File: config.mk
export PLATFORM = sky130hd
export DESIGN_NAME = step_sequencer
export DESIGN_NICKNAME = d
export VERILOG_FILES = /design/src/rtl/seq_pkg.sv /design/src/rtl/rise_detect.sv /design/src/rtl/step_sequencer.sv
export SDC_FILE = /design/constraint.sdc
export NUM_CORES = 1
export LEC_CHECK = 0
export CAP_MARGIN = 20
export CORE_AREA = 10 10 119 131
export DETAILED_ROUTE_END_ITERATION = 12
export DIE_AREA = 0 0 129 141
export HOLD_SLACK_MARGIN = 0.05
export PLACE_DENSITY = 0.59
export SKIP_CTS_REPAIR_TIMING = 1
export SLEW_MARGIN = 20
export SYNTH_ARGS = -nofsm -noshare
export SYNTH_HDL_FRONTEND = slang
export SYNTH_SLANG_ARGS = --single-unit
File: constraint.sdc
create_clock -name clk -period 1.9 [get_ports clk]
set_input_delay 0.19 -clock clk [delete_from_list [all_inputs] [get_ports clk]]
set_output_delay 0.19 -clock clk [all_outputs]
set_load 0.005 [all_outputs]
File: src/rtl/seq_pkg.sv
// Shared constants and the transport state type for the pattern step sequencer.
package seq_pkg;

    localparam int DEF_STEPS  = 16;
    localparam int DEF_TRACKS = 4;

    typedef enum logic {
        IDLE = 1'b0,
        RUN  = 1'b1
    } seq_state_e;

endpackage

File: src/rtl/rise_detect.sv
// Rising-edge detector for a level that is already synchronous to clk.
// rise is combinational: high in the cycle where d is 1 and was 0 on the previous edge.
module rise_detect (
    input  logic clk,
    input  logic rst,
    input  logic d,
    output logic rise
);

    logic d_q;

    always_ff @(posedge clk or posedge rst) begin
        if (rst) begin
            d_q <= 1'b0;
        end else begin
            d_q <= d;
        end
    end

    assign rise = d & ~d_q;

endmodule

File: src/rtl/step_sequencer.sv
// Pattern step sequencer: advances on each rising tempo edge and fires one-cycle
// triggers for every track whose pattern bit is set at the newly entered step.
module step_sequencer
    import seq_pkg::*;
#(
    parameter  int STEPS  = DEF_STEPS,
    parameter  int TRACKS = DEF_TRACKS,
    localparam int STEP_W = $clog2(STEPS),
    localparam int TRK_W  = (TRACKS > 1) ? $clog2(TRACKS) : 1
) (
    input  logic              clk,
    input  logic              rst,
    input  logic              tick_in,
    input  logic              play,
    input  logic              stop,
    input  logic              wr_en,
    input  logic [TRK_W-1:0]  wr_track,
    input  logic [STEP_W-1:0] wr_step,
    input  logic              wr_val,
    output logic [TRACKS-1:0] trig,
    output logic [STEP_W-1:0] step_idx,
    output logic              running
);

    seq_state_e        state_q, state_n;
    logic [STEP_W-1:0] step_q, step_n;
    logic [TRACKS-1:0] trig_q, trig_n;
    logic              running_q;
    logic              fire;
    logic              rise;

    logic [STEPS-1:0]  pattern [TRACKS];

    rise_detect u_tick_rise (
        .clk  (clk),
        .rst  (rst),
        .d    (tick_in),
        .rise (rise)
    );

    // stop beats play; play restarts and swallows a coincident rise.
    always_comb begin
        state_n = state_q;
        step_n  = step_q;
        fire    = 1'b0;
        trig_n  = '0;
        if (stop) begin
            state_n = IDLE;
            step_n  = '0;
        end else if (play) begin
            state_n = RUN;
            step_n  = '0;
            fire    = 1'b1;
        end else if ((state_q == RUN) && rise) begin
            step_n = step_q + STEP_W'(1);
            fire   = 1'b1;
        end
        // Reads the pattern before this edge's write lands, so a same-step write shows next visit.
        for (int t = 0; t < TRACKS; t++) begin
            trig_n[t] = fire & pattern[t][step_n];
        end
    end

    always_ff @(posedge clk or posedge rst) begin
        if (rst) begin
            state_q   <= IDLE;
            step_q    <= '0;
            trig_q    <= '0;
            running_q <= 1'b0;
        end else begin
            state_q   <= state_n;
            step_q    <= step_n;
            trig_q    <= trig_n;
            running_q <= (state_n == RUN);
        end
    end

    always_ff @(posedge clk or posedge rst) begin
        if (rst) begin
            for (int t = 0; t < TRACKS; t++) begin
                pattern[t] <= '0;
            end
        end else if (wr_en && (32'(wr_track) < 32'(TRACKS))) begin
            pattern[wr_track][wr_step] <= wr_val;
        end
    end

    assign trig     = trig_q;
    assign step_idx = step_q;
    assign running  = running_q;

endmodule

---- After elaboration in Yosys (flattened, before gate mapping) ----
Cells that the tools add are included.
storage, ports and cells
  bits in registers ....................... 74
  output and inout bits ................... 9
  word-level logic and storage cells ...... 46
operators by class
  $add $sub $neg .......................... 1
  order comparisons ....................... 5
  mux-type cells .......................... 21
  bitwise operators ....................... 7
  reductions and logical operators ........ 4
operator list
  kind                                                                                  count
  64-bit bitwise mux                                                                    1
  16-bit demux with 2-bit select                                                        1
  1-bit binary-select mux with 4-bit select                                             4
  16-bit 2-to-1 mux                                                                     1
  4-bit 2-to-1 mux                                                                      3
  4-bit by 5-bit < comparator with 1-bit output (second input constant)                 2
  1-bit 2-to-1 mux                                                                      10
  1-bit bitwise AND                                                                     5
  4-bit by 1-bit adder with 4-bit output (second input constant)                        1
  1-bit demux with 4-bit select                                                         1
  4-bit by 1-bit greater-or-equal comparator with 1-bit output (second input constant)  1
  3-bit greater-or-equal comparator (second input constant)                             1
  1-bit logical AND                                                                     3
  3-bit by 1-bit < comparator with 1-bit output (second input constant)                 1
  2-bit NOT with 3-bit output                                                           1
  2-bit nonzero test                                                                    1
  1-bit NOT                                                                             1

---- Logic depth before layout (Yosys ltp) ----
  depth in word-level cells ............... 9
  depth in mapped cells ................... 8
  gate-level depth less buffers ........... 7

---- By module ----
From an unflattened synthesis, not the netlist that was laid out.
second synthesis, totals
  cells, all modules ...................... 383
  area, all modules ....................... 4083.9 µm²
by module, submodules not included
  module          instances  cells each  area an instance (µm²)  sequential area each (µm²)
  step_sequencer  1          380         4041.4                  1826.8
  rise_detect     1          3           42.5                    25.0

---- Least setup slack after synthesis ----
No wires, ideal clock.
  kind .................................... reg-to-reg
  start ................................... reg step_q[0], in the netlist step_idx[0]
  end ..................................... reg trig_q[0], in the netlist trig[0]
  library setup time ...................... 139 ps
  arrival ................................. 1778 ps
  setup slack ............................. -17 ps
  stages on the path, launching flop included .. 7
  path buffers ............................ 0
  clock period less this slack ............ 1917 ps
  path through ............................ dfrtp_1 nor3b_1 mux2i_4 inv_2 mux4_2 a22oi_1 o221ai_1
between the ends
  longest elaborated chain between the ends .. 7
RTL lines
  element                                      RTL line              text
  from (decl)                                  step_sequencer.sv:26  logic [STEP_W-1:0] step_q, step_n;
  from (signal assigned)                       step_sequencer.sv:72  step_q <= step_n;
  4-bit by 1-bit adder with 4-bit output       step_sequencer.sv:55  step_n = step_q + STEP_W'(1);
  4-bit 2-to-1 mux *                           step_sequencer.sv:54  end else if ((state_q == RUN) && rise) begin
  4-bit 2-to-1 mux *                           step_sequencer.sv:50  end else if (play) begin
  4-bit 2-to-1 mux *                           step_sequencer.sv:47  if (stop) begin
  via step_n[0]                                step_sequencer.sv:26
  1-bit binary-select mux with 4-bit select *  step_sequencer.sv:60  trig_n[t] = fire & pattern[t][step_n];
  1-bit 2-to-1 mux (implied by the code) *     step_sequencer.sv:60
  1-bit bitwise AND *                          step_sequencer.sv:60
  via trig_n[0]                                step_sequencer.sv:27  logic [TRACKS-1:0] trig_q, trig_n;
  to (signal assigned)                         step_sequencer.sv:73  trig_q <= trig_n;
  to (decl)                                    step_sequencer.sv:27
The timed path passes the listed nets; every way through them passes the cells marked *. The select of a mux whose other input is x is not followed.
A chain may end at the register's enable or synchronous reset.

---- Final worst setup path ----
  start ................................... reg u_tick_rise.d_q
  end ..................................... reg trig_q[3], in the netlist trig[3]
between the ends
  longest elaborated chain between the ends .. 9
  elaborated cells between the ends (all ways) .. 12
  classes of those cells .................. mux (8); bitwise (3); reduce/logical (1)
RTL lines
  element                                    RTL line              text
  from (decl)                                rise_detect.sv:10     logic d_q;
  from (signal assigned)                     rise_detect.sv:14     d_q <= 1'b0;
  from (signal assigned)                     rise_detect.sv:16     d_q <= d;
  1-bit NOT                                  rise_detect.sv:20     assign rise = d & ~d_q;
  1-bit bitwise AND                          rise_detect.sv:20
  1-bit logical AND                          step_sequencer.sv:54
  4-bit 2-to-1 mux                           step_sequencer.sv:54
  4-bit 2-to-1 mux                           step_sequencer.sv:50
  4-bit 2-to-1 mux                           step_sequencer.sv:47
  via step_n[0]                              step_sequencer.sv:26
  1-bit binary-select mux with 4-bit select  step_sequencer.sv:60
  1-bit 2-to-1 mux (implied by the code)     step_sequencer.sv:60
  1-bit bitwise AND                          step_sequencer.sv:60
  via trig_n[3]                              step_sequencer.sv:27
The timed path passes the listed nets, and every way through them passes these cells. The select of a mux whose other input is x is not followed.

==> impl.org <==
** Timing
- Number of failing setup endpoints in the final timing report :: 4
- The number of max-slew violations in the final report came to 0.
- In the finished design, the share of the clock period the worst path needs comes to 1.09.
- In the post-route analysis, the smallest setup slack over all paths is -164 ps.
- For the pin with the worst max-slew slack, the measured transition is 425 ps.
- Normalized max-slew margin :: 0.716
- Final hold viol count :: 0
- On the final layout, the worst hold slack is 296 ps.
- The routed design could run at a clock period as short as just over 2000 ps.
- Upper clock frequency limit :: 484 MHz
- Unrepaired setup endpoints after global routing :: yes
- Total negative slack for setup checks :: -604 ps
- Final setup skew :: 4.12 ps

** Status
- Outcome :: finished, violations left
- The checks that failed: negative setup slack.

** Placement
- Post-place setup slack :: -544 ps
- Detailed placer's ending HPWL :: 6560 microns
- During placement, the flow inserted port buffers numbering 21.
- At the end of routability-driven placement, the weighted congestion stood at 0.784.

** Hold path
- Type of the worst min-delay path :: input pin to async pin

** Logic synthesis
- Post-synthesis compound-gate area fraction :: 0.0410
- Main combinational cell family by area after synthesis :: multiplexers
- After synthesis the cells add up to about 3800 sq um.
- Seq/Total Area, Yosys :: 0.489
- Yosys reg bits :: 74
- Of the total synthesized cell area, the portion taken by full adders, half adders and majority gates is 0.00330.
- Xor and xnor fraction of the mapped netlist area :: 0.00463
- Synthesized area per cell :: 11.2 sq um
- The number of nets handed over by synthesis was 351.
- Post-synthesis simple-gate area fraction :: 0.151
- Of the post-synthesis cell area, the part taken by muxes is 0.290.
- During synthesis, Yosys emitted a total of 0 warnings.
- Synth Instances :: 337
- Number of library cell types mapped by synthesis :: 37

** Power
- Of the total power, the share spent switching nets is 0.229.
- Switching Power :: 0.000943 W
- Power density relative to cell area :: 826 nW/um^2
- Cell internal power was estimated by the tool at 0.00317 W.
- The share of total power dissipated in combinational logic is 0.131.
- Of the total power, the clock network draws 0.415.
- Summing internal, switching and leakage power gives 0.00411 W.
- Maximum vdd ir drop :: 0.469 mV
- Summed over all cells, the static leakage comes to 2.22 nW.
- Of the total power, registers draw 0.453.

** Layout
- Post-layout nets :: 422
- Number of inserted diodes :: 0
- Compared with the post-synthesis result, the final layout area differs by 31.4%.
- Share of layout cells above drive strength 1 :: 0.404

** GRT
- Maximum number of pins on one net before global-route repair :: 75
- After global routing the overflow that remains totals 0.
- The initial antenna violation count was 0.
- The first global-routing pass estimated 15200 microns of wire.
- Across every metal layer, demand over resource in global routing totals 0.107.
- The via count of the first global-routing pass came to 3003.

** Setup path
- The worst register-to-register path begins at u_tick_rise.d_q.
- For flop-to-flop paths, the worst setup slack is -160 ps.
- Capture instance of the worst register-to-register path :: trig[3]
- Of all nets on the critical path, the largest fanout is 7.
- Kind of capture point of the worst setup path :: flop
- Data on the critical path is required at its endpoint by 2100 ps.
- STA puts the critical path data arrival time at about 2300 ps.
- The critical path is of the flop to flop type.
- Measured in cells, the most critical reg-to-reg path has a length of 6.
- Critical Path Source Type :: flop

** Floorplanning
- Floorplan die area :: about 18000 sq um
- Floorplan Core Area :: 13000 sq um
- Row generation in the floorplan step produced 44 rows.
- For this design the top-level I/O count stands at 22.
- Overall die width :: 129 microns
- Starting density of the core :: 0.291
- Height of the die :: 141 microns

** Clock tree
- TritonCTS built the clock tree.
- The tree is rooted in a sky130_fd_sc_hd__clkbuf_16.
- In this run the number of H-tree levels came out at 3.
- Clock transition at the registers of the reported paths :: around 60 ps
- For this design, the sink count on the clock tree is 74.
- Source-to-sink clock delay at the later pin of the worst-skew pair :: 330 ps
- The longest clock path from root to sink contains 2 buffers.
- Buffers inserted during clock tree synthesis total 9.

** Route
- In the routed design, unresolved DRC markers number 0.
- Drt first pass iters :: 5
- WL per Instance :: roughly 16 microns
- The detailed router finished its first iteration with 203 violations.
- Across all layers, the routed design uses 2779 vias.
- After detailed routing, the number of vias per cell comes to about 4.8.
- Final routed wirelength across all metal layers :: 9230 microns
- The detail route stage leaves a number of antenna-violating nets equal to 0.

** Job
- Reported max-cap violation count :: 0
final cells by class:
| type | count | area, sq um |
|---|---|---|
| clock buffers | 14 | 264 |
| multi-input cells | 243 | 1900 |
| well taps | 161 | 201 |
| inverters | 3 | 20.0 |
| repair buffers | 77 | 704 |
| flip-flops and latches | 74 | 1850 |
| fillers | 1264 | 8020 |
| clock inverters | 2 | 35.0 |
metal layers:
layer | vias to the layer above | global-route usage | part of all wire
met5 | - | 0 | 0
met4 | 0 | 0.0449 | 0.015
met3 | 11 | 0.0266 | 0.043
met2 | 40 | 0.177 | 0.50
met1 | 1402 | 0.128 | 0.45
li1 | 1326 | - | -
worst max-delay path, cell delays in order, from the launching register on:
cell and delay (ps):
sky130_fd_sc_hd__dfrtp_1 370, sky130_fd_sc_hd__and3b_4 320, sky130_fd_sc_hd__mux2i_4 280, sky130_fd_sc_hd__clkinv_4 150, sky130_fd_sc_hd__mux4_2 470, sky130_fd_sc_hd__a22oi_2 210, sky130_fd_sc_hd__o221ai_1 130
flip-flops by register name (all words and copies together), names as in the netlist:
name,count
pattern,64
running,1
step_idx,4
trig,4
u_tick_rise.d_q,1
cells in the mapped netlist:
| library cell | n | area share |
|---|---|---|
| sky130_fd_sc_hd__a32oi_1 | 1 | 0.0023 |
| sky130_fd_sc_hd__clkbuf_1 | 13 | 0.013 |
| sky130_fd_sc_hd__mux2i_1 | 13 | 0.034 |
| sky130_fd_sc_hd__mux2_2 | 72 | 0.21 |
| sky130_fd_sc_hd__and3_1 | 1 | 0.0017 |
| sky130_fd_sc_hd__mux2i_4 | 1 | 0.0059 |
| sky130_fd_sc_hd__dfrtp_1 | 74 | 0.49 |
| sky130_fd_sc_hd__nand4b_1 | 1 | 0.0023 |
| sky130_fd_sc_hd__nor2_1 | 30 | 0.030 |
| sky130_fd_sc_hd__o2111ai_1 | 1 | 0.0023 |
| sky130_fd_sc_hd__nand3b_1 | 2 | 0.0040 |
| sky130_fd_sc_hd__a21oi_1 | 2 | 0.0026 |
| sky130_fd_sc_hd__nor4_1 | 1 | 0.0017 |
| sky130_fd_sc_hd__mux4_2 | 6 | 0.036 |
| sky130_fd_sc_hd__or3_1 | 1 | 0.0017 |
| sky130_fd_sc_hd__nor3b_1 | 2 | 0.0040 |
| sky130_fd_sc_hd__and3b_4 | 1 | 0.0033 |
| sky130_fd_sc_hd__inv_2 | 1 | 0.00099 |
| sky130_fd_sc_hd__nand2_1 | 56 | 0.056 |
| sky130_fd_sc_hd__nand4_1 | 1 | 0.0017 |
| sky130_fd_sc_hd__inv_1 | 2 | 0.0020 |
| sky130_fd_sc_hd__ha_1 | 1 | 0.0033 |
| sky130_fd_sc_hd__xor2_1 | 2 | 0.0046 |
| sky130_fd_sc_hd__or2_2 | 6 | 0.0099 |
| sky130_fd_sc_hd__o21ai_0 | 8 | 0.011 |
| sky130_fd_sc_hd__a221oi_1 | 1 | 0.0023 |
| sky130_fd_sc_hd__o211ai_1 | 1 | 0.0020 |
| sky130_fd_sc_hd__buf_2 | 4 | 0.0053 |
| sky130_fd_sc_hd__nand3_1 | 4 | 0.0053 |
| sky130_fd_sc_hd__or4b_2 | 1 | 0.0026 |
| sky130_fd_sc_hd__a21o_1 | 2 | 0.0040 |
| sky130_fd_sc_hd__o221ai_1 | 3 | 0.0069 |
| sky130_fd_sc_hd__a22oi_1 | 4 | 0.0079 |
| sky130_fd_sc_hd__or3b_2 | 1 | 0.0023 |
| sky130_fd_sc_hd__nor3_1 | 11 | 0.015 |
| sky130_fd_sc_hd__nand2b_1 | 5 | 0.0083 |
| sky130_fd_sc_hd__and3b_1 | 1 | 0.0023 |
how the worst max path moves through the flow:
stage               startpoint       to
6_report       u_tick_rise.d_q  trig[3]
4_1_cts        u_tick_rise.d_q  trig[0]
5_1_grt        u_tick_rise.d_q  trig[3]
2_1_floorplan      step_idx[0]  trig[0]
3_3_place_gp              play  trig[2]
3_5_place_dp              play  trig[0]
cells by family (layout without fill, tap and decap cells):
family                     count (synthesis)  count (layout)
and+or+nand+nor                          125             125
muxes                                     92              92
DFF                                       74              74
AOI/OAI and AO/OA                         23              23
buffers and inverters                     20              96
xor gates and xnor gates                   2               2
adders and majority gates                  1               1
power groups by stage:
stage	clock network, W	logic (W)	registers, W
2_1_floorplan	0	0.000340	0.00185
3_3_place_gp	0	0.000518	0.00188
3_5_place_dp	0	0.000539	0.00189
4_1_cts	0.00175	0.000540	0.00186
5_1_grt	0.00182	0.000598	0.00188
6_report	0.00171	0.000540	0.00186
stage by stage:
| step | cell area [sq um] | cells | util |
|---|---|---|---|
| floorplan | 3800 | 337 | - |
| CTS | 4930 | 574 | 0.380 |
| detailed placement | 4640 | 558 | 0.357 |
| global route | 4970 | 574 | 0.383 |
| global placement | 4640 | 558 | 0.357 |
| finish | 4970 | 574 | 0.383 |
cells in the final DEF, fill, tap and decap left out, types with 2 or more instances in the layout:
master,n
sky130_fd_sc_hd__buf_12,5
sky130_fd_sc_hd__buf_6,3
sky130_fd_sc_hd__dfrtp_1,74
sky130_fd_sc_hd__a22oi_2,3
sky130_fd_sc_hd__nand2b_1,5
sky130_fd_sc_hd__or2_2,6
sky130_fd_sc_hd__clkbuf_8,2
sky130_fd_sc_hd__mux2_2,72
sky130_fd_sc_hd__mux4_2,6
sky130_fd_sc_hd__xor2_1,2
sky130_fd_sc_hd__a21o_1,2
sky130_fd_sc_hd__clkbuf_1,3
sky130_fd_sc_hd__clkbuf_16,9
sky130_fd_sc_hd__mux2i_1,13
sky130_fd_sc_hd__nand3b_1,2
sky130_fd_sc_hd__o21ai_0,6
sky130_fd_sc_hd__nor2_1,30
sky130_fd_sc_hd__nor3_1,11
sky130_fd_sc_hd__nand2_1,56
sky130_fd_sc_hd__buf_4,48
sky130_fd_sc_hd__nand3_1,4
sky130_fd_sc_hd__clkdlybuf4s50_1,21
sky130_fd_sc_hd__o221ai_2,2
sky130_fd_sc_hd__a21oi_1,2
(Power assumes the default switching activity.)
